<file path="config.mk">
export PLATFORM = sky130hd
export DESIGN_NAME = branch_resolve
export DESIGN_NICKNAME = d
export VERILOG_FILES = /design/src/rtl/branch_pkg.sv /design/src/rtl/branch_target_gen.sv /design/src/rtl/branch_resolve.sv
export SDC_FILE = /design/constraint.sdc
export NUM_CORES = 1
export LEC_CHECK = 0
export CORE_MARGIN = 2
export CORE_UTILIZATION = 39
export DETAILED_ROUTE_END_ITERATION = 6
export PLACE_DENSITY = 0.78
export SYNTH_ARGS = -nofsm -noshare
export SYNTH_HDL_FRONTEND = slang
export SYNTH_SLANG_ARGS = --single-unit
</file>
<file path="constraint.sdc">
create_clock -name clock -period 2.75 [get_ports clock]
set_input_delay 0.275 -clock clock [delete_from_list [all_inputs] [get_ports clock]]
set_output_delay 0.275 -clock clock [all_outputs]
set_load 0.01 [all_outputs]
</file>
<file path="src/rtl/branch_pkg.sv">
// Shared opcode, state and width definitions for the execute-stage branch resolver.
// Optional statistics counters in branch_resolve are enabled by BRANCH_STATS_EN.
package branch_pkg;

  localparam int PC_WIDTH = 32;

  localparam logic [4:0] OP_J   = 5'b00001;
  localparam logic [4:0] OP_BNE = 5'b00010;
  localparam logic [4:0] OP_JAL = 5'b00011;
  localparam logic [4:0] OP_JR  = 5'b00100;
  localparam logic [4:0] OP_BLT = 5'b00110;
  localparam logic [4:0] OP_BEX = 5'b10110;

  typedef enum logic {
    ST_IDLE  = 1'b0,
    ST_FLUSH = 1'b1
  } state_t;

  function automatic logic is_ctrl_flow(input logic [4:0] op);
    return (op == OP_J) || (op == OP_BNE) || (op == OP_JAL) ||
           (op == OP_JR) || (op == OP_BLT) || (op == OP_BEX);
  endfunction

endpackage

</file>
<file path="src/rtl/branch_target_gen.sv">
// Combinational redirect-target mux: PC-relative add for conditional branches,
// absolute field for j/jal/bex and register value for jr.
module branch_target_gen
  import branch_pkg::*;
#(
  parameter int PC_W = PC_WIDTH
) (
  input  logic [4:0]      opcode,
  input  logic [PC_W-1:0] pc_plus1,
  input  logic [16:0]     imm17,
  input  logic [26:0]     target27,
  input  logic [PC_W-1:0] rd_val,
  output logic [PC_W-1:0] target
);

  logic [PC_W-1:0] imm_sext;
  logic [PC_W-1:0] tgt_zext;

  assign imm_sext = {{(PC_W-17){imm17[16]}}, imm17};
  assign tgt_zext = {{(PC_W-27){1'b0}}, target27};

  // Relative adds wrap modulo 2^PC_W; no overflow is reported.
  always_comb begin
    target = tgt_zext;
    case (opcode)
      OP_BNE, OP_BLT: target = pc_plus1 + imm_sext;
      OP_JR:          target = rd_val;
      default:        target = tgt_zext;
    endcase
  end

endmodule

</file>
<file path="src/rtl/branch_resolve.sv">
// Execute-stage branch resolver: decides taken/not-taken, registers the redirect PC
// and holds flush for FLUSH_CYCLES unstalled cycles. BRANCH_STATS_EN adds counters.
//
// state    | meaning
// ST_IDLE  | evaluate execute-stage instruction on unstalled edges
// ST_FLUSH | squash F/D; counter counts remaining unstalled flush cycles
module branch_resolve
  import branch_pkg::*;
#(
  parameter int FLUSH_CYCLES = 2,
  parameter int PC_W         = PC_WIDTH
) (
  input  logic            clock,
  input  logic            reset,
  input  logic            ex_valid,
  input  logic            stall,
  input  logic [4:0]      opcode,
  input  logic            lt,
  input  logic            eq,
  input  logic [PC_W-1:0] pc_plus1,
  input  logic [16:0]     imm17,
  input  logic [26:0]     target27,
  input  logic [PC_W-1:0] rd_val,
  input  logic            rstatus_nz,
`ifdef BRANCH_STATS_EN
  output logic [31:0]     stat_branches,
  output logic [31:0]     stat_taken,
`endif
  output logic            redirect,
  output logic [PC_W-1:0] redirect_pc,
  output logic            flush,
  output logic            busy
);

  localparam int CNT_W = (FLUSH_CYCLES > 1) ? $clog2(FLUSH_CYCLES) : 1;
  localparam logic [CNT_W-1:0] CNT_LOAD = CNT_W'(FLUSH_CYCLES - 1);

  state_t          state;
  logic [CNT_W-1:0] cnt;
  logic            taken;
  logic [PC_W-1:0] target;
  logic            evaluate;

  branch_target_gen #(.PC_W(PC_W)) u_target (
    .opcode   (opcode),
    .pc_plus1 (pc_plus1),
    .imm17    (imm17),
    .target27 (target27),
    .rd_val   (rd_val),
    .target   (target)
  );

  // With lt and eq both set, eq decides bne and lt decides blt.
  always_comb begin
    taken = 1'b0;
    case (opcode)
      OP_BNE:             taken = !eq;
      OP_BLT:             taken = lt;
      OP_J, OP_JAL, OP_JR: taken = 1'b1;
      OP_BEX:             taken = rstatus_nz;
      default:            taken = 1'b0;
    endcase
  end

  assign evaluate = (state == ST_IDLE) && ex_valid && !stall;

  always_ff @(posedge clock) begin
    if (reset) begin
      state       <= ST_IDLE;
      cnt         <= '0;
      redirect    <= 1'b0;
      redirect_pc <= '0;
      flush       <= 1'b0;
      busy        <= 1'b0;
    end else begin
      redirect <= 1'b0;
      if (!stall) begin
        case (state)
          ST_IDLE: begin
            if (ex_valid && taken) begin
              redirect    <= 1'b1;
              redirect_pc <= target;
              flush       <= 1'b1;
              busy        <= 1'b1;
              cnt         <= CNT_LOAD;
              state       <= ST_FLUSH;
            end
          end
          ST_FLUSH: begin
            if (cnt == '0) begin
              flush <= 1'b0;
              busy  <= 1'b0;
              state <= ST_IDLE;
            end else begin
              cnt <= cnt - 1'b1;
            end
          end
          default: state <= ST_IDLE;
        endcase
      end
    end
  end

`ifdef BRANCH_STATS_EN
  always_ff @(posedge clock) begin
    if (reset) begin
      stat_branches <= '0;
      stat_taken    <= '0;
    end else if (evaluate && is_ctrl_flow(opcode)) begin
      if (stat_branches != '1) stat_branches <= stat_branches + 1'b1;
      if (taken && stat_taken != '1) stat_taken <= stat_taken + 1'b1;
    end
  end
`endif

endmodule

</file>
==> results.yml, run 1 <==
outcome:
  status: "completed"
sta:
  setup_viol: 0
  fin_crit_ns: 2.669
  slew_viol_final: 0
  finalCritPeriodShare: 0.9707
  slew_headroom: 0.6906
  clock_skew_ns: 0.007411
  max_freq_mhz: 374.6
  tightestPinTransition_ns: 0.4605
  hold_viol: 0
  rsz0062_at_grt: "no"
routing:
  route.detailed.drc: 0
  wl_mm: 14.00
  drt_iter0_markers: 300
  ant_nets: 0
  wire_per_inst_um: 17.25
  vias: 4717
  viasPerCell: 5.809
  drt_first_pass_iters: 5
final_layout:
  seq_area_um2: 720.7
  fin_util: 0.6511
  fillers: 786
  multiInputGateArea_um2: 2774
  n_antenna_cell: 0
  fin_nets: 852
  drive_gt1_frac: 0.1641
  fin_cells: 812
  syn_to_final_growth_pct: 64.30
die:
  die_w_um: 100.2
  die_area_um2: 10040
  ios: 155
  core_area_um2: 9109
  initial_core_util: 0.3963
  die_height_um: 100.2
  rows: 35
yosys:
  muxShareOfSynthArea: 0.005546
  yosysSeqAreaShare: 0.1997
  yosys_most_used_dff: "dfxtp_1"
  synth_area_um2: 3610
  ys_warn_count: 0
  synth_nets: 637
  avgSynthCellArea_um2: 7.443
  synth_cells: 485
  synth_simple_gate_area_share: 0.2031
  synth_xor_area_frac: 0.05581
  synthAdderAreaFrac: 0.1130
  synth_cell_types: 63
  ys_ff_latch: 36
  synth_top_family_by_area: "compound AO/OA/AOI/OAI gates"
  synth-edff-count: 0
  synth-async-reset-ratio: 0
  synth_compound_area_frac: 0.3802
critical_path:
  slowest_stage: "a2111o_1"
  cpLargestDelayFamily: "compound AO/OA/AOI/OAI gates"
  crit_path_cell_trace: "clkdlybuf4s50_1 > ha_1 > a2111o_1 > o211ai_1 > a21oi_1 > nor3_2 > buf_4 > o21ai_0 > xnor2_1 > o22ai_1"
  critPathBufInv: 2
  required_ns: 2.90
  end_kind: "flip-flop"
  cp_slowest_stage_delay_ns: 0.42
  crit_arrival_ns: 2.82
  cp_max_fo: 4
  worstSetupPathType: "in -> reg"
  critPathLaunchType: "primary input"
placement:
  placed_cells: 800
  place_hpwl_mm: 11.45
  place_congestion: 0.8839
  port_buffers: 154
clock_network:
  postCtsHoldBufs: 0
  htree_levels: 2
  cts_tree: "yes"
  cts_made_buffers: 5
  root_buffer: "clkbuf_8"
  cts_max_path_buffers: 2
  clk_pin_slew_ns: 0.08
  numClockSinks: 36
  clk_latency_ns: 0.28
global_routing:
  met1_usage: 0.3597
  grt_pass1_wl_mm: 21.89
  grt_max_degree: 23
  antenna_found_initial: 0
  met2_usage: 0.4481
  grt_usage: 0.2665
  grt_overflow: 0
  use_met3: 0.03482
  grt_pass1_vias: 4509
  grt_busiest_layer: "met2"
job:
  cap_violations: 0
power_and_ir_drop:
  powerDensity_nw_per_um2: 309.5
  leakage_uw: 0.002447
  ir_drop_mv: 0.1704
worst_hold_path:
  hold_class: "reg -> reg"
==> power by group <==
group | leakage [uW] | internal [uW] | switching [uW]
sequential | 0.000291 | 532 | 7.09
combinational | 0.00211 | 480 | 422
clock | 0.0000455 | 205 | 191
==> metal layers <==
metal,wire [um],vias to the layer above
met5,0,-
met4,185,0
met3,1006,14
met2,6634,205
met1,6177,2239
li1,-,2259
==> repair_timing <==
item / CTS / global route
gates cloned: 0 / 0
setup buffers: 0 / 4
setup endpoints to repair: 2 / 10
pin swaps: 1 / 11
gates resized for setup: 0 / 12
==> layout by cell type, fill, tap and decap left out, drive strengths merged, types with 9 or more instances in the layout <==
cell | netlist | layout
nand3 | 10 | 10
a21oi | 53 | 53
xnor2 | 10 | 10
nor2 | 67 | 67
xor2 | 13 | 13
o21ai | 36 | 36
o22ai | 9 | 9
nor3 | 18 | 18
clkdlybuf4s50 | 0 | 149
dfxtp | 36 | 36
ha | 31 | 31
a211oi | 13 | 13
a21o | 19 | 19
nand2 | 29 | 29
buf | 13 | 84
==> flip-flops by register name, indices dropped and copies added, names as in the netlist <==
register and cells:
redirect_pc 32, busy 1, cnt 1, redirect 1
state 1
==> logic make-up (layout without fill, tap and decap cells) <==
logic type / Yosys count / count (layout)
adders and majority gates: 32 / 32
xor gates and xnor gates: 23 / 23
AOI/OAI and AO/OA: 198 / 198
and+or+nand+nor: 158 / 158
DFF: 36 / 36
buffers and inverters: 36 / 252
muxes: 2 / 2
==> cells in the mapped netlist, types with 3 or more instances <==
cell type  instances  area share
o21bai_1           8       0.017
nand4_1            6       0.010
a211oi_1          12       0.025
a221oi_1           7       0.017
o22ai_1            9       0.016
and3_1             7       0.012
a311oi_1           4      0.0097
nor3b_1            4      0.0083
nor2_1            67       0.070
a31oi_1            7       0.012
ha_1              31        0.11
xnor2_1           10       0.024
a21oi_1           53       0.073
o211ai_1           3      0.0062
nand2b_1           4      0.0069
o21ai_1           10       0.014
xor2_1            13       0.032
nand3_1           10       0.014
o32ai_1            4      0.0097
a221o_1            5       0.014
buf_2              9       0.012
clkbuf_1          17       0.018
nor2b_1            6       0.010
dfxtp_1           36        0.20
nand2_1           29       0.030
o21ai_0           24       0.033
inv_1              5      0.0052
nor3_1            17       0.024
a21o_1            17       0.035
a22oi_1            7       0.015
==> path summary, 6_finish.rpt <==
kind | startpoint | to | slack (ns) | cells past startpoint
setup / recovery | pc_plus1[6] | redirect_pc[27] | 0.08 | 10
setup reg to reg | state | redirect_pc[30] | 1.09 | 4
hold reg to reg | redirect_pc[11] | redirect_pc[11] | 0.48 | 2
hold / removal | redirect_pc[11] | redirect_pc[11] | 0.48 | 2
==> through the flow <==
stage               hold WS [ns]  TNS (ns)  setup WS (ns)  area [um2]  power, uW
CTS                       0.4814         0       0.009889        5857       1813
floorplan                 0.4449         0         0.1679        3610      978.8
detailed placement        0.4726    -2.553        -0.3223        5767       1425
finish                    0.4817         0        0.08064        5931       1836
global route              0.5180         0       0.008509        5931       1928
global placement          0.4481    -1.774        -0.2792        5767       1406
==> worst min-delay path, cell delays in order (launching register included) <==
cell and delay [ns]:
dfxtp_1 0.33, nand2_1 0.06, a21oi_1 0.06
==> area by class of cell <==
type | count | area share
Sequential cell | 36 | 0.1215
Timing Repair Buffer | 238 | 0.3684
Clock buffer | 8 | 0.01519
Multi-Input combinational cell | 413 | 0.4677
Inverter | 6 | 0.003797
Tap cell | 111 | 0.02342
Power figures use the tool's default switching activity.
==> run 2, diff against run 1 <==
Settings changed: MAX_ROUTING_LAYER from default to met4.
==> run 2 against run 1 <==
  * Flip-flop and latch count did not move
  * Total power fell by 0.31%
  * Via count fell by 2.0%
  * Largest cell class unchanged
  * Largest power group unchanged
  * Clock skew fell by 0.0012 ns
  * Cell area fell by 0.27%
  * Critical path depth rose by 2
  * Utilization fell by 0.18 points
  * Highest routed layer unchanged
  * Global-route usage rose by 0.64 points
==> results.yml, run 2 (synthesis results as in run 1) <==
clock_network:
  cts_tree: "yes"
  clk_latency_ns: 0.29
  cts_max_path_buffers: 2
  clk_pin_slew_ns: 0.07
  numClockSinks: 36
  htree_levels: 2
  root_buffer: "clkbuf_8"
  cts_made_buffers: 5
global_routing:
  grt_max_degree: 36
  grt_pass1_wl_mm: 21.64
  grt_pass1_vias: 4487
  grt_overflow: 0
  antenna_found_initial: 0
  grt_usage: 0.2729
power_and_ir_drop:
  pwr-share-comb: 0.488
  power_uw: 1830
  seq_power_share: 0.294
  leakage_uw: 0.002422
  clkPwrFrac: 0.218
  power.switching_uw: 615.5
  internal_power_uw: 1214
  ir_drop_mv: 0.2192
  switching_share: 0.3364
  powerDensity_nw_per_um2: 309.4
sta:
  fin_setup_tns_ns: 0
  clock_skew_ns: 0.006244
  slew_headroom: 0.6557
  rsz0062_at_grt: "no"
  worst_slack_ns: 0.1696
  hold_viol: 0
  setup_viol: 0
  slew_viol_final: 0
  tightestPinTransition_ns: 0.5152
  finalCritPeriodShare: 0.9383
  hold_ws_ns: 0.4761
  max_freq_mhz: 387.5
  fin_crit_ns: 2.580
job:
  cap_violations: 0
die:
  rows: 35
  ios: 155
  die_w_um: 100.2
  initial_core_util: 0.3963
  core_area_um2: 9109
  die_area_um2: 10040
  die_height_um: 100.2
outcome:
  status: "completed"
routing:
  ant_nets: 0
  viasPerCell: 5.738
  drt_first_pass_iters: 5
  wire_per_inst_um: 17.01
  drt_iter0_markers: 257
  wl_mm: 13.71
  route.detailed.drc: 0
  vias: 4625
critical_path:
  critPathBufInv: 3
  cp_common_cell: "buf_4"
  required_ns: 2.94
  r2r_cells: 6
  worstSetupPathType: "in -> reg"
  crit_arrival_ns: 2.77
  cpLargestDelayFamily: "buffers and inverters"
  critPathLaunchType: "primary input"
  ff2ff_setup_slack_ns: 1.23
  cp_slowest_stage_delay_ns: 0.41
  rr_startpoint: "state"
  crit_cells: 12
  r2r_end: "redirect_pc[8]"
  cp_max_fo: 4
  end_kind: "flip-flop"
  slowest_stage: "clkdlybuf4s50_1"
  crit_path_cell_trace: "clkdlybuf4s50_1 > ha_1 > nand3_1 > nor2_2 > nor3b_4 > o21ai_2 > buf_4 > a31o_2 > buf_4 > o31ai_2 > mux2i_1 > nand2_1"
placement:
  place_ws_ns: -0.3345
  port_buffers: 154
  place_hpwl_mm: 11.29
  place_congestion: 0.9016
final_layout:
  final_common_cell: "clkdlybuf4s50_1"
  n_antenna_cell: 0
  mostFrequentLayoutCells: "149 x clkdlybuf4s50_1, 77 x buf_4, 66 x nor2_1, 52 x a21oi_1, 36 x dfxtp_1"
  seq_area_um2: 720.7
  drive_gt1_frac: 0.1597
  syn_to_final_growth_pct: 63.85
  fillers: 788
  fin_util: 0.6493
  fin_nets: 846
  largest_reg_flops: 32
  regMostFlops: "redirect_pc"
  multiInputGateArea_um2: 2786
worst_hold_path:
  hold_class: "reg -> reg"
  holdPathStages: 2
  hold_start: "redirect_pc[11]"
  min_to: "redirect_pc[11]"
==> run 2: cell types whose count changed in the layout (fill, tap and decap cells not counted), moves of 2 or more <==
cell / delta
buf_4: -7
o31ai_1: -2
nor3_1: +2
o31ai_2: +2
nor3_2: -2
==> run 2: worst max path at each step <==
| stage | endpoint | slack [ns] | start |
|---|---|---|---|
| detailed placement | redirect_pc[28] | -0.33 | pc_plus1[0] |
| global route | redirect_pc[28] | 0.02 | pc_plus1[2] |
| floorplan | redirect_pc[28] | 0.17 | pc_plus1[0] |
| CTS | redirect_pc[28] | 0.01 | pc_plus1[0] |
| global placement | redirect_pc[28] | -0.28 | pc_plus1[0] |
| finish | redirect_pc[26] | 0.17 | pc_plus1[8] |
==> run 2: metal layers <==
metal	up-vias	global-route usage	wire, um
li1	2255	-	-
met4	0	0.05163	167
met2	179	0.4590	6462
met1	2178	0.3539	6200
met5	-	-	0
met3	13	0.03552	884
==> run 2: repair_timing <==
action                     in CTS  in global routing
setup buffers                   0                  2
setup endpoints to repair       2                  8
pin swaps                       1                 12
hold buffers                    0                  0
resized for setup               0                 14
==> run 2: power groups by stage <==
| stage | combinational (uW) | clock (uW) | sequential, uW |
|---|---|---|---|
| after global placement | 851 | 0 | 550 |
| after detailed placement | 866 | 0 | 551 |
| after CTS | 871 | 404 | 538 |
| after floorplan | 425 | 0 | 554 |
| after global routing | 967 | 427 | 540 |
| final | 893 | 398 | 539 |
==> run 2: final cells by class <==
cell class | instances | share of cell area
Sequential cell | 36 | 0.1219
Timing Repair Buffer | 232 | 0.3639
Tap cell | 111 | 0.02348
Inverter | 6 | 0.003808
Clock buffer | 7 | 0.01460
Multi-Input combinational cell | 413 | 0.4711
Clock inverter | 1 | 0.001269
==> run 2: metrics by stage <==
step                      instance area, um2  cells
after floorplan                         3610    485
after global placement                  5749    796
after detailed placement                5749    796
after CTS                               5843    804
after global routing                    5914    806
final                                   5914    806
==> run 2: worst min-delay path, delay by kind of cell (launching register included) <==
kind	cells	cell delay [ns]
compound gates	1	0.06
simple gates	1	0.06
flops	1	0.31
